`src/rtl/alu_arbiter_if.sv`:
```
// Bundles the signals between alu_arbiter, its requesters and the ALU it drives.
// The slave view belongs to the arbiter. The master view belongs to the environment,
// which is the requesters plus the ALU instance.
interface alu_arbiter_if #(
  parameter int NUM_REQ       = 2,
  parameter int CONTROL_WIDTH = 4,
  parameter int DATA_WIDTH    = 32
);
  logic [NUM_REQ-1:0]               req_valid;
  logic [NUM_REQ-1:0]               req_ready;
  logic [NUM_REQ*CONTROL_WIDTH-1:0] req_ctrl;
  logic [NUM_REQ*5-1:0]             req_shamt;
  logic [NUM_REQ*DATA_WIDTH-1:0]    req_a;
  logic [NUM_REQ*DATA_WIDTH-1:0]    req_b;
  logic [NUM_REQ-1:0]               rsp_valid;
  logic [NUM_REQ-1:0]               rsp_ready;
  logic [DATA_WIDTH-1:0]            rsp_result;
  logic                             rsp_zero;
  logic [CONTROL_WIDTH-1:0]         alu_ctrl;
  logic [4:0]                       alu_shamt;
  logic [DATA_WIDTH-1:0]            alu_a;
  logic [DATA_WIDTH-1:0]            alu_b;
  logic [DATA_WIDTH-1:0]            alu_result;
  logic                             alu_zero;

  modport master (
    output req_valid, req_ctrl, req_shamt, req_a, req_b, rsp_ready, alu_result, alu_zero,
    input  req_ready, rsp_valid, rsp_result, rsp_zero, alu_ctrl, alu_shamt, alu_a, alu_b
  );

  modport slave (
    input  req_valid, req_ctrl, req_shamt, req_a, req_b, rsp_ready, alu_result, alu_zero,
    output req_ready, rsp_valid, rsp_result, rsp_zero, alu_ctrl, alu_shamt, alu_a, alu_b
  );
endinterface

```
`src/rtl/alu_arbiter.sv`:
```
// Round-robin arbiter that shares one combinational ALU between NUM_REQ requesters.
// Each operation is latched, executed for one cycle, and then returned to its
// requester over a valid/ready response channel.
module alu_arbiter #(
  parameter int NUM_REQ       = 2,
  parameter int CONTROL_WIDTH = 4,
  parameter int DATA_WIDTH    = 32
) (
  input  logic           clk,
  input  logic           rst_n,
  alu_arbiter_if.slave   bus,
  output logic           busy
);
  localparam int PTR_W = $clog2(NUM_REQ);

  localparam logic [1:0] IDLE = 2'd0;
  localparam logic [1:0] EXEC = 2'd1;
  localparam logic [1:0] RESP = 2'd2;

  logic [1:0]               state;
  logic [PTR_W-1:0]         rr_ptr;
  logic [PTR_W-1:0]         grant;
  logic [PTR_W-1:0]         win;
  logic [PTR_W-1:0]         cand;
  logic                     found;
  int                       idx;

  logic [CONTROL_WIDTH-1:0] ctrl_q;
  logic [4:0]               shamt_q;
  logic [DATA_WIDTH-1:0]    a_q;
  logic [DATA_WIDTH-1:0]    b_q;
  logic [DATA_WIDTH-1:0]    result_q;
  logic                     zero_q;

  logic [CONTROL_WIDTH-1:0] ctrl_arr  [NUM_REQ];
  logic [4:0]               shamt_arr [NUM_REQ];
  logic [DATA_WIDTH-1:0]    a_arr     [NUM_REQ];
  logic [DATA_WIDTH-1:0]    b_arr     [NUM_REQ];

  for (genvar i = 0; i < NUM_REQ; i++) begin : g_unpack
    assign ctrl_arr[i]  = bus.req_ctrl[i*CONTROL_WIDTH +: CONTROL_WIDTH];
    assign shamt_arr[i] = bus.req_shamt[i*5 +: 5];
    assign a_arr[i]     = bus.req_a[i*DATA_WIDTH +: DATA_WIDTH];
    assign b_arr[i]     = bus.req_b[i*DATA_WIDTH +: DATA_WIDTH];
  end

  // First valid requester at or above rr_ptr, wrapping back to requester 0
  always_comb begin
    win   = '0;
    cand  = '0;
    found = 1'b0;
    idx   = 0;
    for (int k = 0; k < NUM_REQ; k++) begin
      idx = int'(rr_ptr) + k;
      if (idx >= NUM_REQ) idx = idx - NUM_REQ;
      cand = PTR_W'(idx);
      if (!found && bus.req_valid[cand]) begin
        found = 1'b1;
        win   = cand;
      end
    end
  end

  // Accept strobe: only the winner, only while idle
  always_comb begin
    bus.req_ready = '0;
    if (state == IDLE && found) bus.req_ready[win] = 1'b1;
  end

  // Response strobe: one-hot toward the granted requester while responding
  always_comb begin
    bus.rsp_valid = '0;
    if (state == RESP) bus.rsp_valid[grant] = 1'b1;
  end

  assign bus.alu_ctrl   = ctrl_q;
  assign bus.alu_shamt  = shamt_q;
  assign bus.alu_a      = a_q;
  assign bus.alu_b      = b_q;
  assign bus.rsp_result = result_q;
  assign bus.rsp_zero   = zero_q;
  assign busy           = (state != IDLE);

  // Sequencer: accept -> execute -> respond. rr_ptr moves only when a response completes.
  always_ff @(posedge clk or negedge rst_n) begin
    if (!rst_n) begin
      state    <= IDLE;
      rr_ptr   <= '0;
      grant    <= '0;
      ctrl_q   <= '0;
      shamt_q  <= '0;
      a_q      <= '0;
      b_q      <= '0;
      result_q <= '0;
      zero_q   <= 1'b0;
    end else begin
      case (state)
        IDLE: begin
          if (found) begin
            grant   <= win;
            ctrl_q  <= ctrl_arr[win];
            shamt_q <= shamt_arr[win];
            a_q     <= a_arr[win];
            b_q     <= b_arr[win];
            state   <= EXEC;
          end
        end
        EXEC: begin
          result_q <= bus.alu_result;
          zero_q   <= bus.alu_zero;
          state    <= RESP;
        end
        RESP: begin
          if (bus.rsp_ready[grant]) begin
            rr_ptr <= (grant == PTR_W'(NUM_REQ - 1)) ? '0 : grant + PTR_W'(1);
            state  <= IDLE;
          end
        end
        default: state <= IDLE;
      endcase
    end
  end
endmodule
```
`src/flat_wrapper.sv`:
```
// flat-port wrapper written by rule: the top's interface ports become plain ports
module alu_arbiter_flat 
#(
  parameter int NUM_REQ       = 2,
  parameter int CONTROL_WIDTH = 4,
  parameter int DATA_WIDTH    = 32
)
  (clk, rst_n, busy, bus_req_valid, bus_req_ctrl, bus_req_shamt, bus_req_a, bus_req_b, bus_rsp_ready, bus_alu_result, bus_alu_zero, bus_req_ready, bus_rsp_valid, bus_rsp_result, bus_rsp_zero, bus_alu_ctrl, bus_alu_shamt, bus_alu_a, bus_alu_b);
  alu_arbiter_if #(.NUM_REQ(NUM_REQ), .CONTROL_WIDTH(CONTROL_WIDTH), .DATA_WIDTH(DATA_WIDTH)) bus_i ();
  input  logic clk;
  input  logic rst_n;
  output logic busy;
  input wire logic [$bits(bus_i.req_valid)-1:0] bus_req_valid;
  input wire logic [$bits(bus_i.req_ctrl)-1:0] bus_req_ctrl;
  input wire logic [$bits(bus_i.req_shamt)-1:0] bus_req_shamt;
  input wire logic [$bits(bus_i.req_a)-1:0] bus_req_a;
  input wire logic [$bits(bus_i.req_b)-1:0] bus_req_b;
  input wire logic [$bits(bus_i.rsp_ready)-1:0] bus_rsp_ready;
  input wire logic [$bits(bus_i.alu_result)-1:0] bus_alu_result;
  input wire logic [$bits(bus_i.alu_zero)-1:0] bus_alu_zero;
  output wire logic [$bits(bus_i.req_ready)-1:0] bus_req_ready;
  output wire logic [$bits(bus_i.rsp_valid)-1:0] bus_rsp_valid;
  output wire logic [$bits(bus_i.rsp_result)-1:0] bus_rsp_result;
  output wire logic [$bits(bus_i.rsp_zero)-1:0] bus_rsp_zero;
  output wire logic [$bits(bus_i.alu_ctrl)-1:0] bus_alu_ctrl;
  output wire logic [$bits(bus_i.alu_shamt)-1:0] bus_alu_shamt;
  output wire logic [$bits(bus_i.alu_a)-1:0] bus_alu_a;
  output wire logic [$bits(bus_i.alu_b)-1:0] bus_alu_b;
  assign bus_i.req_valid = bus_req_valid;
  assign bus_i.req_ctrl = bus_req_ctrl;
  assign bus_i.req_shamt = bus_req_shamt;
  assign bus_i.req_a = bus_req_a;
  assign bus_i.req_b = bus_req_b;
  assign bus_i.rsp_ready = bus_rsp_ready;
  assign bus_i.alu_result = bus_alu_result;
  assign bus_i.alu_zero = bus_alu_zero;
  assign bus_req_ready = bus_i.req_ready;
  assign bus_rsp_valid = bus_i.rsp_valid;
  assign bus_rsp_result = bus_i.rsp_result;
  assign bus_rsp_zero = bus_i.rsp_zero;
  assign bus_alu_ctrl = bus_i.alu_ctrl;
  assign bus_alu_shamt = bus_i.alu_shamt;
  assign bus_alu_a = bus_i.alu_a;
  assign bus_alu_b = bus_i.alu_b;
  alu_arbiter #(.NUM_REQ(NUM_REQ), .CONTROL_WIDTH(CONTROL_WIDTH), .DATA_WIDTH(DATA_WIDTH)) u_core (.clk(clk), .rst_n(rst_n), .bus(bus_i), .busy(busy));
endmodule
```
`config.mk`:
```
export PLATFORM = sky130hd
export DESIGN_NAME = alu_arbiter_flat
export DESIGN_NICKNAME = d
export VERILOG_FILES = /design/src/rtl/alu_arbiter_if.sv /design/src/rtl/alu_arbiter.sv /design/src/flat_wrapper.sv
export SDC_FILE = /design/constraint.sdc
export NUM_CORES = 1
export LEC_CHECK = 0
export BUFFER_PORTS_ARGS = -buffer_cell sky130_fd_sc_hd__clkbuf_2
export CAP_MARGIN = 25
export CORE_AREA = 4 4 114 116
export DETAILED_ROUTE_END_ITERATION = 12
export DIE_AREA = 0 0 118 120
export PLACE_DENSITY = 0.78
export SLEW_MARGIN = 20
export SYNTH_ARGS = -nofsm -noshare
export SYNTH_HDL_FRONTEND = slang
export SYNTH_SLANG_ARGS = --single-unit
```
`constraint.sdc`:
```
create_clock -name clk -period 1.8 [get_ports clk]
set_input_delay 0.45 -clock clk [delete_from_list [all_inputs] [get_ports clk]]
set_output_delay 0.45 -clock clk [all_outputs]
set_load 0.005 [all_outputs]
```
==> reports/metrics.sh, run 1 <==
DRCVIOLATIONCOUNT=0
LAYOUT-AREA-OVERHEAD-VS-SYNTH_PCT=41.5
SOURCE_OF_THE_WORST_REGISTER_TO_REGISTER_TIMING_PATH='u_core.state[1]'
TOP_USAGE_LAYER='met2'
WORSTHOLDPATHTYPE='input pin to asynchronous set/reset pin'
R2R_CELLS=5
PORT_BUFFERS=295
SYN-INSTANCE-COUNT=347
CRITICAL_PATH.MAX_FANOUT=33
GRT_PASS1_VIAS=4594
HOLD_VIOL=0
OVERALL_GLOBAL_ROUTING_RESOURCE_USAGE_PCT=20.1
ROUTE.FINAL.WIRE_LENGTH_MM=14.5
CRITICAL_PATH_REQUIRED_PS=1350
DRT-INITIAL-DRC-COUNT=234
CTS_MAX_PATH_BUFFERS=2
POST-ROUTE-PERIOD-UTIL_PCT=96.8
POSTSYNTHREGISTERBITS=110
WIDTH_OF_THE_DIE_UM=118
VDD_IR_DROP_MAX_mV=0.668
POSTLAYOUTCOREUTIL_PCT=56.6
FINAL_LAYOUT_SIZE_SUFFIX_GT1_SHARE_PCT=51.9
UNREPAIRED_SETUP_ENDPOINTS_AFTER_GLOBAL_ROUTING='true'
CELL_AREA_SYNTH_UM2=4770
PLACEMENTROWS=40
DETAIL-ROUTE-ANTENNA-NETS=0
YS.WARNINGS.COUNT=0
TRITONCTS='yes'
SETUP.WORST_PATH.START='u_core.state[1]'
FLOORPLAN.INITIALDENSITY_PCT=40.0
GRT_ANTENNA_BEFORE_REPAIR=0
GRT_OVERFLOW=0
SETUP.WORST_PATH.START_CLASS='flop'
ROOT_BUFFER='sky130_fd_sc_hd__clkbuf_16'
WORST_PIN_SLEW_PS=452
DETAILEDPLACEMENTHPWL_MM=10.9
LEAKAGE_nW=3.44
FINISH.NET_COUNT=814
ENDPOINT_KIND='output pin'
CLOCK_LATENCY_PS=340
POSTPLACECELLAREA_UM2=6360
SYNTH_CELL_TYPES=20
AVGVIACOUNTPERCELL=5.39
CLK_TRANSITION_REPORTED_PATHS_PS=80
CTS_INSERTED_BUFFERS=9
ANTENNA_CELLS_INSERTED=0
FMAX_MHz=574
GP_CONGESTION=0.781
SYNTH.YOSYS.SEQ_AREA_SHARE_PCT=57.7
ARRIVAL_TIME_OF_DATA_AT_THE_CRITICAL_PATH_ENDPOINT_PS=1290
POWER-PER-CELL-AREA_nW_PER_UM2=1750
FILLER_CELLS=1004
POWER_mW=11.8
FINAL_MAX_SLEW_VIOL_COUNT=0
SETUP-VIOLATIONS-FINAL=0
CLOCK_SINKS=110
GROUTE.LAYER.MET3.USAGE_PCT=3.68
CRITICALPATHCATEGORY='flop to output pin'
DESIGN.DIE.AREA_UM2=14200
GLOBAL_ROUTE.USAGE.MET1_PCT=23.4
GRT_MAX_DEGREE=76
MAX-SLEW-MARGIN-REL_PCT=69.9
RUN_STATUS='complete, no violations'
FINALHOLDWORSTSLACK_PS=98.7
LAYOUT.AREA.SEQ_UM2=2750
NUM_IO_PINS=296
SETUP_TOTAL_NEGATIVE_SLACK_PS=0
GROUTE.LAYER.MET2.USAGE_PCT=36.5
PLACEABLECOREAREA_UM2=11900
SYN_NETS=532
HTREEDEPTH=3
WIRE_LENGTH_OF_THE_FIRST_GLOBAL_ROUTING_PASS_MM=23.2
VIA_COUNT=4206
CTS_HOLD_REPAIR.BUFFERS=0
MULTIINPUTGATEAREA_UM2=1770
ROUTED_LENGTH_PER_INSTANCE_UM=18.5
DRT_PASS1_ITERATIONS=6
PERIOD_NEEDED_PS=1740
DESIGN_AREA_FINAL_UM2=6750
MAXCAPVIOLATIONS=0
TIMING.CLOCK.SKEW_PS=7.64
DIE_H_UM=120
SYNTH_AREA_PER_CELL_UM2=13.7
where the power goes:
group          switching, mW  leakage [nW]  internal [mW]
sequential             0.742          1.33           3.71
clock                  0.925         0.170           1.38
combinational           2.27          1.94           2.75
total                   3.94          3.44           7.84
cell usage in the layout, fill, tap and decap left out, types with 2 or more instances in the layout:
cell / n
sky130_fd_sc_hd__a221o_1: 73
sky130_fd_sc_hd__and3_4: 2
sky130_fd_sc_hd__buf_4: 5
sky130_fd_sc_hd__inv_1: 2
sky130_fd_sc_hd__nor2_4: 2
sky130_fd_sc_hd__clkbuf_16: 9
sky130_fd_sc_hd__o21a_1: 73
sky130_fd_sc_hd__o21ai_1: 2
sky130_fd_sc_hd__o21ai_0: 2
sky130_fd_sc_hd__bufinv_16: 3
sky130_fd_sc_hd__clkbuf_2: 293
sky130_fd_sc_hd__nor2_1: 3
sky130_fd_sc_hd__mux2_1: 33
sky130_fd_sc_hd__dfrtp_1: 109
sky130_fd_sc_hd__buf_12: 8
sky130_fd_sc_hd__inv_8: 2
sky130_fd_sc_hd__nand2b_1: 4
synth_stat cells:
| cell | number | area [µm²] |
|---|---|---|
| sky130_fd_sc_hd__buf_6 | 12 | 135 |
| sky130_fd_sc_hd__a21oi_1 | 1 | 5.00 |
| sky130_fd_sc_hd__o21a_1 | 73 | 548 |
| sky130_fd_sc_hd__and3_4 | 2 | 22.5 |
| sky130_fd_sc_hd__inv_1 | 2 | 7.51 |
| sky130_fd_sc_hd__inv_2 | 1 | 3.75 |
| sky130_fd_sc_hd__o21ai_0 | 2 | 10.0 |
| sky130_fd_sc_hd__a221o_1 | 73 | 731 |
| sky130_fd_sc_hd__nor2_1 | 4 | 15.0 |
| sky130_fd_sc_hd__buf_2 | 15 | 75.1 |
| sky130_fd_sc_hd__nand2_1 | 1 | 3.75 |
| sky130_fd_sc_hd__mux2_1 | 33 | 372 |
| sky130_fd_sc_hd__buf_1 | 1 | 3.75 |
| sky130_fd_sc_hd__o21ai_1 | 2 | 10.0 |
| sky130_fd_sc_hd__a31oi_1 | 1 | 6.26 |
| sky130_fd_sc_hd__dfrtp_1 | 110 | 2750 |
| sky130_fd_sc_hd__and3_1 | 1 | 6.26 |
| sky130_fd_sc_hd__clkbuf_1 | 8 | 30.0 |
| sky130_fd_sc_hd__nand2b_1 | 4 | 25.0 |
| sky130_fd_sc_hd__nor2_2 | 1 | 6.26 |
logic make-up (layout without fill, tap and decap cells):
logic type	Yosys count	after routing	synth area share (%)
buffers and inverters	39	326	5.35
multiplexers	33	33	7.79
flip-flops	110	110	57.7
AND/OR/NAND/NOR	13	13	1.65
AO/OA/AOI/OAI	152	152	27.5
cell type report:
class	count	share of cell area [%]
flip-flops and latches	110	40.8
multi-input cells	198	26.3
repair buffers	307	24.7
clock buffers	9	3.34
well taps	147	2.73
clock inverters	7	1.91
inverters	3	0.167
state kept, by name, indices dropped and copies added (netlist names):
name / count
u_core.state: 2
u_core.bus.alu_shamt: 5
u_core.grant: 1
u_core.bus.alu_a: 32
u_core.bus.alu_ctrl: 4
u_core.rr_ptr: 1
u_core.bus.rsp_result: 32
u_core.bus.rsp_zero: 1
u_core.bus.alu_b: 32
repair_timing:
action                                  CTS  global route
hold endpoints to repair                  0             0
endpoints found under the setup margin    1             3
pin swaps                                 0             2
setup buffers                             0             2
resized for setup                         1             5
worst max-delay path: stages (launching register included):
cell and delay, ps:
sky130_fd_sc_hd__dfrtp_2 440, sky130_fd_sc_hd__nor2_4 140, sky130_fd_sc_hd__inv_2 70, sky130_fd_sc_hd__buf_12 160
sky130_fd_sc_hd__clkbuf_2 130
metrics by stage:
step | setup slack (ps) | std cells
6_report | 58.3 | 781
5_1_grt | -15.4 | 781
4_1_cts | 2.00 | 779
3_5_place_dp | 217 | 763
3_3_place_gp | 260 | 763
2_1_floorplan | 403 | 347
routing by layer:
layer	wire length, µm	share of wire [%]
met2	7720	53
met1	5540	38
met3	913	6.3
met5	0	0
met4	285	2.0
final timing paths:
| check | end | slack, ps |
|---|---|---|
| setup / recovery | busy | 60 |
| hold reg to reg | u_core.bus.rsp_result[16] | 490 |
| setup reg to reg | u_core.bus.alu_ctrl[2] | 230 |
| max in group asynchronous | u_core.bus.alu_a[25] | 1420 |
| min in group clk | u_core.bus.rsp_result[16] | 310 |
| hold / removal | u_core.bus.alu_b[18] | 100 |
Power figures use the tool's default switching activity.
==> inputs of run 2 (changes only) <==
Settings changed: ABC_AREA from default to 1, CORE_AREA 4 4 114 116 to default, CORE_MARGIN from default to 4, CORE_UTILIZATION from default to 45, DIE_AREA 0 0 118 120 to default, PLACE_DENSITY 0.78 to 0.84.
==> reports/metrics.sh, run 2 <==
VIA_COUNT=5480  # was 4,206
ROUTED_LENGTH_PER_INSTANCE_UM=16.9  # was 18.5 µm
WORSTHOLDPATHTYPE='input pin to asynchronous set/reset pin'  # unchanged
SYNTH-XOR-AREA-SHARE_PCT=0  # unchanged
CTS_INSERTED_BUFFERS=9  # unchanged
TRITONCTS='yes'  # unchanged
SETUP_TOTAL_NEGATIVE_SLACK_PS=0  # unchanged
ROOT_BUFFER='sky130_fd_sc_hd__clkbuf_16'  # unchanged
FINAL_LAYOUT_SIZE_SUFFIX_GT1_SHARE_PCT=46.4  # was 51.9%
CELL_AREA_SYNTH_UM2=5450  # was 4770 µm²
GRT_MAX_DEGREE=74  # was 76
SYNTH-ADDER-AREA-SHARE_PCT=0  # unchanged
SYNTH_LARGEST_AREA_CELL='sky130_fd_sc_hd__dfrtp_1'  # unchanged
DESIGN.DIE.AREA_UM2=13900  # was 14,200 µm²
SHARE_SEQ_OF_TOTAL_POWER_PCT=37.2  # was 37.8%
CTS_MAX_PATH_BUFFERS=2  # unchanged
LARGEST_FAMILY_OF_LOGIC_CELLS_BY_SYNTHESIZED_AREA='simple AND/OR/NAND/NOR gates'  # was compound AO/OA/AOI/OAI gates
DRCVIOLATIONCOUNT=0  # unchanged
POSTLAYOUTCOREUTIL_PCT=62.3  # was 56.6%
ARRIVAL_TIME_OF_DATA_AT_THE_CRITICAL_PATH_ENDPOINT_PS=1280  # was 1290 ps
NUM_IO_PINS=296  # unchanged
SETUP-VIOLATIONS-FINAL=0  # unchanged
CLOCK_LATENCY_PS=340  # about the same
PORT_BUFFERS=295  # unchanged
YOSYSMOSTFREQUENTCELL='sky130_fd_sc_hd__nand2_1'  # was sky130_fd_sc_hd__dfrtp_1
TOTAL_SWITCHING_POWER_mW=5.01  # was 3.94 mW
PERIOD_NEEDED_PS=1730  # was 1740 ps
LAYOUT-AREA-OVERHEAD-VS-SYNTH_PCT=32.7  # was 41.5%
SYNTH_AREA_PER_CELL_UM2=9.30  # was 13.7 µm²
YS_ASYNC_SR_FRACTION_PCT=100  # unchanged
OVERALL_GLOBAL_ROUTING_RESOURCE_USAGE_PCT=23.6  # was 20.1%
SYN_NETS=771  # was 532
DESIGN_AREA_FINAL_UM2=7230  # was 6750 µm²
YS.WARNINGS.COUNT=0  # unchanged
VIOLATED_CHECKS='negative hold slack'
WIDTH_OF_THE_DIE_UM=118  # about the same
CTS_HOLD_REPAIR.BUFFERS=0  # unchanged
PLACEABLECOREAREA_UM2=11600  # was 11,900 µm²
FILLER_CELLS=993  # was 1,004
MUX_CELL_AREA_SHARE_AFTER_SYNTHESIS_PCT=0  # was 7.79%
WIRE_LENGTH_OF_THE_FIRST_GLOBAL_ROUTING_PASS_MM=27.4  # was 23.2 mm
DETAIL-ROUTE-ANTENNA-NETS=0  # unchanged
GRT_PASS1_VIAS=5315  # was 4,594
ANTENNA_CELLS_INSERTED=0  # unchanged
SYN-INSTANCE-COUNT=586  # was 347
CRITICAL_PATH_REQUIRED_PS=1350  # about the same
SIMPLE_LOGIC_CELL_FRACTION_OF_THE_SYNTHESIZED_AREA_PCT=41.4  # was 1.65%
LAYOUT.AREA.SEQ_UM2=2760  # was 2750 µm²
MOST-COMMON-LAYOUT-CELLS='sky130_fd_sc_hd__clkbuf_2 (294), sky130_fd_sc_hd__nand2_1 (146), sky130_fd_sc_hd__nand3_1 (119)'  # was sky130_fd_sc_hd__clkbuf_2 (293), sky130_fd_sc_hd__dfrtp_1 (109), sky130_fd_sc_hd__o21a_1 (73), sky130_fd_sc_hd__a221o_1 (73), sky130_fd_sc_hd__mux2_1 (33)
LAYOUT_COMMONEST_CELL='sky130_fd_sc_hd__clkbuf_2'  # unchanged
FINISH.NET_COUNT=1036  # was 814
CRITICALPATHCATEGORY='flop to output pin'  # unchanged
LEAKAGE_nW=3.83  # was 3.44 nW
POWER-PER-CELL-AREA_nW_PER_UM2=1650  # was 1750 nW/µm²
WORST_PIN_SLEW_PS=525  # was 452 ps
SYNTH_LARGEST_TYPE_AREA_FRACTION_PCT=50.5  # was 57.7%
VDD_IR_DROP_MAX_mV=1.14  # was 0.668 mV
UNREPAIRED_SETUP_ENDPOINTS_AFTER_GLOBAL_ROUTING='false'  # was true
POSTPLACECELLAREA_UM2=6940  # was 6360 µm²
CRITICAL_PATH.MAX_FANOUT=4  # was 33
ENDPOINT_KIND='output pin'  # unchanged
SYNTH-EDFF-COUNT=0  # unchanged
FLOORPLAN.INITIALDENSITY_PCT=46.9  # was 40.0%
ROUTE.TOP_LAYER_USED='met4'  # unchanged
CLK_TRANSITION_REPORTED_PATHS_PS=80  # about the same
SYNTH_CELL_TYPES=20  # unchanged
SYNTH_COMPOUND_AREA_SHARE_PCT=0.528  # was 27.5%
MULTIINPUTGATEAREA_UM2=2310  # was 1770 µm²
P_COMB_SHARE_PCT=47.3  # was 42.6%
MAX-SLEW-MARGIN-REL_PCT=65.0  # was 69.9%
MET2_LENGTH_MM=8.77  # was 7.72 mm
GRT_OVERFLOW=0  # unchanged
DRT-MET1-WL_MM=6.57  # was 5.54 mm
SYNTH-MAIN-FF-CELL='sky130_fd_sc_hd__dfrtp_1'  # unchanged
CLOCK_SINKS=110  # unchanged
POST-ROUTE-PERIOD-UTIL_PCT=96.0  # was 96.8%
FINAL_MAX_SLEW_VIOL_COUNT=0  # unchanged
FINALHOLDWORSTSLACK_PS=-3.14  # was 98.7 ps
TIMING.CLOCK.SKEW_PS=11.7  # was 7.64 ps
SYNTH.YOSYS.SEQ_AREA_SHARE_PCT=50.5  # was 57.7%
HTREEDEPTH=3  # unchanged
AVGVIACOUNTPERCELL=5.49  # was 5.39
GP_CONGESTION=0.870  # was 0.781
INTPOWER_mW=6.95  # was 7.84 mW
FMAX_MHz=579  # was 574 MHz
ROUTE.MET3.WL_MM=1.13  # was 913 µm
GRT_ANTENNA_BEFORE_REPAIR=0  # unchanged
POWER_mW=12.0  # was 11.8 mW
MAXCAPVIOLATIONS=0  # unchanged
DIE_H_UM=118  # was 120 µm
PLACEMENTROWS=39  # was 40
DETAILEDPLACEMENTHPWL_MM=12.2  # was 10.9 mm
SYNTH.TOP_CELLS.BY_AREA='sky130_fd_sc_hd__dfrtp_1 (50%), sky130_fd_sc_hd__nand3_2 (11%), sky130_fd_sc_hd__nand3_1 (11%), sky130_fd_sc_hd__nand2_1 (10%), sky130_fd_sc_hd__nand4_1 (8.4%)'  # was sky130_fd_sc_hd__dfrtp_1 (58%), sky130_fd_sc_hd__a221o_1 (15%), sky130_fd_sc_hd__o21a_1 (11%), sky130_fd_sc_hd__mux2_1 (7.8%), sky130_fd_sc_hd__buf_6 (2.8%)
CLOCK_POWER_SHARE_PCT=15.5  # was 19.6%
DRT-INITIAL-DRC-COUNT=478  # was 234
ROUTE.FINAL.WIRE_LENGTH_MM=16.9  # was 14.5 mm
SETUP.WORST_PATH.START_CLASS='flop'  # unchanged
POSTSYNTHREGISTERBITS=110  # unchanged
SYNTH.TOP_CELLS.BY_COUNT='sky130_fd_sc_hd__nand2_1 (148), sky130_fd_sc_hd__nand3_1 (119), sky130_fd_sc_hd__dfrtp_1 (110), sky130_fd_sc_hd__nand4_1 (73), sky130_fd_sc_hd__nand3_2 (60)'  # was sky130_fd_sc_hd__dfrtp_1 (110), sky130_fd_sc_hd__a221o_1 (73), sky130_fd_sc_hd__o21a_1 (73), sky130_fd_sc_hd__mux2_1 (33), sky130_fd_sc_hd__buf_2 (15)
POWER.SHARE.SWITCHING_PCT=41.9  # was 33.4%
HOLD_VIOL=6  # was 0
DRT_PASS1_ITERATIONS=4  # was 6
RUN_STATUS='finished, violations left'  # was complete, no violations
[run 2: repair_timing]
action / CTS / global route
pin swaps: 1 / 1
buffers inserted: 1 / 0
setup endpoints to repair: 1 / 3
gates resized for setup: 0 / 5
[run 2: per-stage QoR]
step	std cells	setup WS, ps	hold WS, ps
floorplan	586	234	154
global placement	982	289	372
detailed placement	982	270	372
CTS	998	21.0	1.87
global route	998	12.3	6.59
finish	998	72.5	-3.14
[run 2: power by group through the flow]
stage | Sequential, mW | Combinational, mW | Clock (mW)
global placement | 4.44 | 5.53 | 0
floorplan | 4.47 | 3.46 | 0
finish | 4.45 | 5.65 | 1.85
global route | 4.60 | 6.27 | 2.01
CTS | 4.43 | 5.72 | 1.91
detailed placement | 4.44 | 5.71 | 0
[run 2: final timing paths]
check	start	endpoint	slack, ps	cells past startpoint
min	rst_n	u_core.bus.alu_b[13]	-3	1
min in group clk	bus_alu_result[26]	u_core.bus.rsp_result[26]	330	3
max reg2reg	u_core.state[0]	u_core.bus.rsp_result[24]	360	5
max	u_core.state[0]	bus_req_ready[0]	70	4
min reg2reg	u_core.bus.rsp_result[15]	u_core.bus.rsp_result[15]	470	2
max in group asynchronous	rst_n	u_core.state[1]	1210	2
[run 2: critical path, cell delays in order (launching register included)]
cell                       delay, ps
sky130_fd_sc_hd__dfrtp_2         440
sky130_fd_sc_hd__nor2_4          160
sky130_fd_sc_hd__o21ai_4          80
sky130_fd_sc_hd__a21oi_2         120
sky130_fd_sc_hd__clkbuf_2        140
[run 2: cells by family (layout without fill, tap and decap cells)]
group,Yosys count,after routing
DFF,110,110
AOI/OAI and AO/OA,5,5
buffers and inverters,63,332
and+or+nand+nor,408,408
[run 2: area by class of cell]
cell class / count / area share [%]
inverter: 5 / 0.294
tap: 143 / 2.47
timing repair buffer: 312 / 23.4
sequential: 110 / 38.1
multi-input combinational: 413 / 31.9
clock inverter: 4 / 0.433
clock buffer: 11 / 3.36
[run 2: routing by layer]
layer,GRT usage [%],vias to the layer above
li1,-,2573
met1,30.2,2583
met2,39.9,292
met3,4.61,32
met4,8.06,0
met5,0,-
==> inputs of run 3 (changes only) <==
==> constraint.sdc (replaced) <==
create_clock -name clk -period 1.8 [get_ports clk]
set_input_delay 0.09 -clock clk [delete_from_list [all_inputs] [get_ports clk]]
set_output_delay 0.09 -clock clk [all_outputs]
set_load 0.005 [all_outputs]
==> reports/metrics.sh, run 3 (synthesis gave the netlist of run 2 again) <==
HOLDCRITSTARTPOINT='bus_req_a[58]'
CTS_INSERTED_BUFFERS=9  # unchanged
AVGVIACOUNTPERCELL=5.61  # was 5.49
WIRE_LENGTH_OF_THE_FIRST_GLOBAL_ROUTING_PASS_MM=32.3  # was 27.4 mm
MAX-SLEW-MARGIN-REL_PCT=67.0  # was 65.0%
MOST-COMMON-LAYOUT-CELLS='sky130_fd_sc_hd__clkbuf_2 (294), sky130_fd_sc_hd__nand2_1 (146), sky130_fd_sc_hd__nand3_1 (119)'  # unchanged
R2R-END='u_core.bus.rsp_result[20]'  # was u_core.bus.rsp_result[24]
VDD_IR_DROP_MAX_mV=0.688  # was 1.14 mV
POST-ROUTE-PERIOD-UTIL_PCT=88.1  # was 96.0%
TIMING.CLOCK.SKEW_PS=8.65  # was 11.7 ps
FINISH.NET_COUNT=1143  # was 1,036
FINALNONFILLERCELLS=1105  # was 998
PERIOD_NEEDED_PS=1590  # was 1730 ps
SOURCE_OF_THE_WORST_REGISTER_TO_REGISTER_TIMING_PATH='u_core.state[1]'  # was u_core.state[0]
ROUTED_LENGTH_PER_INSTANCE_UM=18.2  # was 16.9 µm
LEAKAGE_nW=4.30  # was 3.83 nW
CRITICAL_PATH.MAX_FANOUT=16  # was 4
GRT_PASS1_VIAS=6387  # was 5,315
OVERALL_GLOBAL_ROUTING_RESOURCE_USAGE_PCT=28.2  # was 23.6%
DIE_H_UM=118  # unchanged
SHARE_SEQ_OF_TOTAL_POWER_PCT=36.3  # was 37.2%
CLK_TRANSITION_REPORTED_PATHS_PS=70  # was 80 ps
INTPOWER_mW=7.20  # was 6.95 mW
PLACEMENTROWS=39  # unchanged
DETAILEDPLACEMENTHPWL_MM=12.2  # about the same
LAYOUT-AREA-OVERHEAD-VS-SYNTH_PCT=52.2  # was 32.7%
FMAX_MHz=630  # was 579 MHz
TOTAL_SWITCHING_POWER_mW=5.30  # was 5.01 mW
CTS_MAX_PATH_BUFFERS=2  # unchanged
WORSTHOLDPATHTYPE='input pin to flop'  # was input pin to asynchronous set/reset pin
GP_CONGESTION=0.852  # was 0.870
POWER-PER-CELL-AREA_nW_PER_UM2=1510  # was 1650 nW/µm²
CLOCK_SINKS=110  # unchanged
CLOCK_LATENCY_PS=340  # about the same
LAYOUT_COMMONEST_CELL='sky130_fd_sc_hd__clkbuf_2'  # unchanged
ROUTE.FINAL.WIRE_LENGTH_MM=20.1  # was 16.9 mm
HOLD_VIOL=0  # was 6
DRT_PASS1_ITERATIONS=5  # was 4
FINAL_LAYOUT_SIZE_SUFFIX_GT1_SHARE_PCT=41.0  # was 46.4%
HTREEDEPTH=3  # unchanged
TRITONCTS='yes'  # unchanged
DP_CELLS=984  # was 982
POWER.SHARE.SWITCHING_PCT=42.4  # was 41.9%
GRT_ANTENNA_BEFORE_REPAIR=0  # unchanged
ENDPOINT_KIND='output pin'  # unchanged
DRT-INITIAL-DRC-COUNT=728  # was 478
DRCVIOLATIONCOUNT=0  # unchanged
FINAL_MAX_SLEW_VIOL_COUNT=0  # unchanged
ROOT_BUFFER='sky130_fd_sc_hd__clkbuf_16'  # unchanged
MAXCAPVIOLATIONS=0  # unchanged
CRITICALPATHCATEGORY='flop to output pin'  # unchanged
DESIGN_AREA_FINAL_UM2=8300  # was 7230 µm²
SETUP_TOTAL_NEGATIVE_SLACK_PS=0  # unchanged
TIMING.HOLD.WORST_PATH_DEPTH=3
SETUP-VIOLATIONS-FINAL=0  # unchanged
POSTLAYOUTCOREUTIL_PCT=71.5  # was 62.3%
SETUP.WORST_PATH.START_CLASS='flop'  # unchanged
TIMING.HOLD.WORST_ENDPOINT='u_core.bus.alu_a[26]'
FLOORPLAN.INITIALDENSITY_PCT=46.9  # unchanged
RUN_STATUS='complete, no violations'  # was finished, violations left
DESIGN.DIE.AREA_UM2=13900  # unchanged
UNREPAIRED_SETUP_ENDPOINTS_AFTER_GLOBAL_ROUTING='false'  # unchanged
ANTENNA_CELLS_INSERTED=0  # unchanged
PLACEABLECOREAREA_UM2=11600  # unchanged
GRT_OVERFLOW=0  # unchanged
POSTPLACECELLAREA_UM2=6940  # about the same
WORST_PIN_SLEW_PS=492  # was 525 ps
GRT_MAX_DEGREE=63  # was 74
CLOCK_POWER_SHARE_PCT=16.3  # was 15.5%
WIDTH_OF_THE_DIE_UM=118  # unchanged
PORT_BUFFERS=295  # unchanged
ARRIVAL_TIME_OF_DATA_AT_THE_CRITICAL_PATH_ENDPOINT_PS=1500  # was 1280 ps
NUM_IO_PINS=296  # unchanged
VIA_COUNT=6201  # was 5,480
CRITICAL_PATH_REQUIRED_PS=1710  # was 1350 ps
P_COMB_SHARE_PCT=47.5  # was 47.3%
R2R_SETUP_SLACK_PS=270  # was 360 ps
R2R_CELLS=6  # was 5
DETAIL-ROUTE-ANTENNA-NETS=0  # unchanged
run 3: repair_timing:
item,CTS,global route
hold buffers,105,1
gates resized for setup,0,0
setup buffers,0,0
hold endpoints to repair,209,1
run 3: power groups by stage:
stage	clock [mW]	sequential (mW)	combinational, mW
after floorplan	0	4.47	3.46
after detailed placement	0	4.47	5.69
after global routing	2.16	4.67	6.56
after global placement	0	4.47	5.52
after CTS	2.05	4.47	5.86
final	2.03	4.53	5.94
run 3: cell type report:
type                            instances  area, µm²
Timing Repair Buffer                  419       2750
Inverter                                5       18.8
Sequential cell                       110       2750
Clock inverter                          5       67.6
Tap cell                              143        179
Multi-Input combinational cell        413       2300
Clock buffer                           10        229
Fill cell                             808       3310
run 3: worst max-delay path, stage by stage, from the launching register on:
cell and delay (ps):
sky130_fd_sc_hd__dfrtp_1 500, sky130_fd_sc_hd__nor2_4 200, sky130_fd_sc_hd__o21ai_4 170, sky130_fd_sc_hd__a21oi_1 160, sky130_fd_sc_hd__clkbuf_2 130
run 3: through the flow:
| step | power [mW] | worst slack [ps] | hold slack [ps] |
|---|---|---|---|
| 2_1_floorplan | 7.93 | 584 | -206 |
| 5_1_grt | 13.4 | 109 | 3.41 |
| 3_3_place_gp | 9.99 | 361 | 110 |
| 4_1_cts | 12.4 | 208 | 1.14 |
| 6_report | 12.5 | 214 | 11.0 |
| 3_5_place_dp | 10.2 | 314 | 113 |
run 3: per-layer routing:
| metal | track usage, % | share of wire (%) | vias to the layer above |
|---|---|---|---|
| met5 | 0 | 0 | - |
| met4 | 16.4 | 5.5 | 0 |
| met3 | 4.90 | 7.5 | 91 |
| met2 | 48.1 | 51 | 420 |
| met1 | 33.3 | 36 | 2897 |
| li1 | - | - | 2793 |
run 3: how the worst max path moves through the flow:
stage / slack, ps / start / depth (start not counted) / endpoint
after detailed placement: 310 / u_core.state[0] / 4 / u_core.bus.alu_a[25]
after CTS: 210 / u_core.state[0] / 4 / bus_req_ready[0]
final: 210 / u_core.state[0] / 4 / bus_req_ready[0]
after global routing: 110 / u_core.state[0] / 4 / bus_req_ready[0]
after global placement: 360 / u_core.state[0] / 6 / u_core.bus.alu_b[10]
after floorplan: 580 / u_core.state[0] / 7 / u_core.bus.alu_a[30]
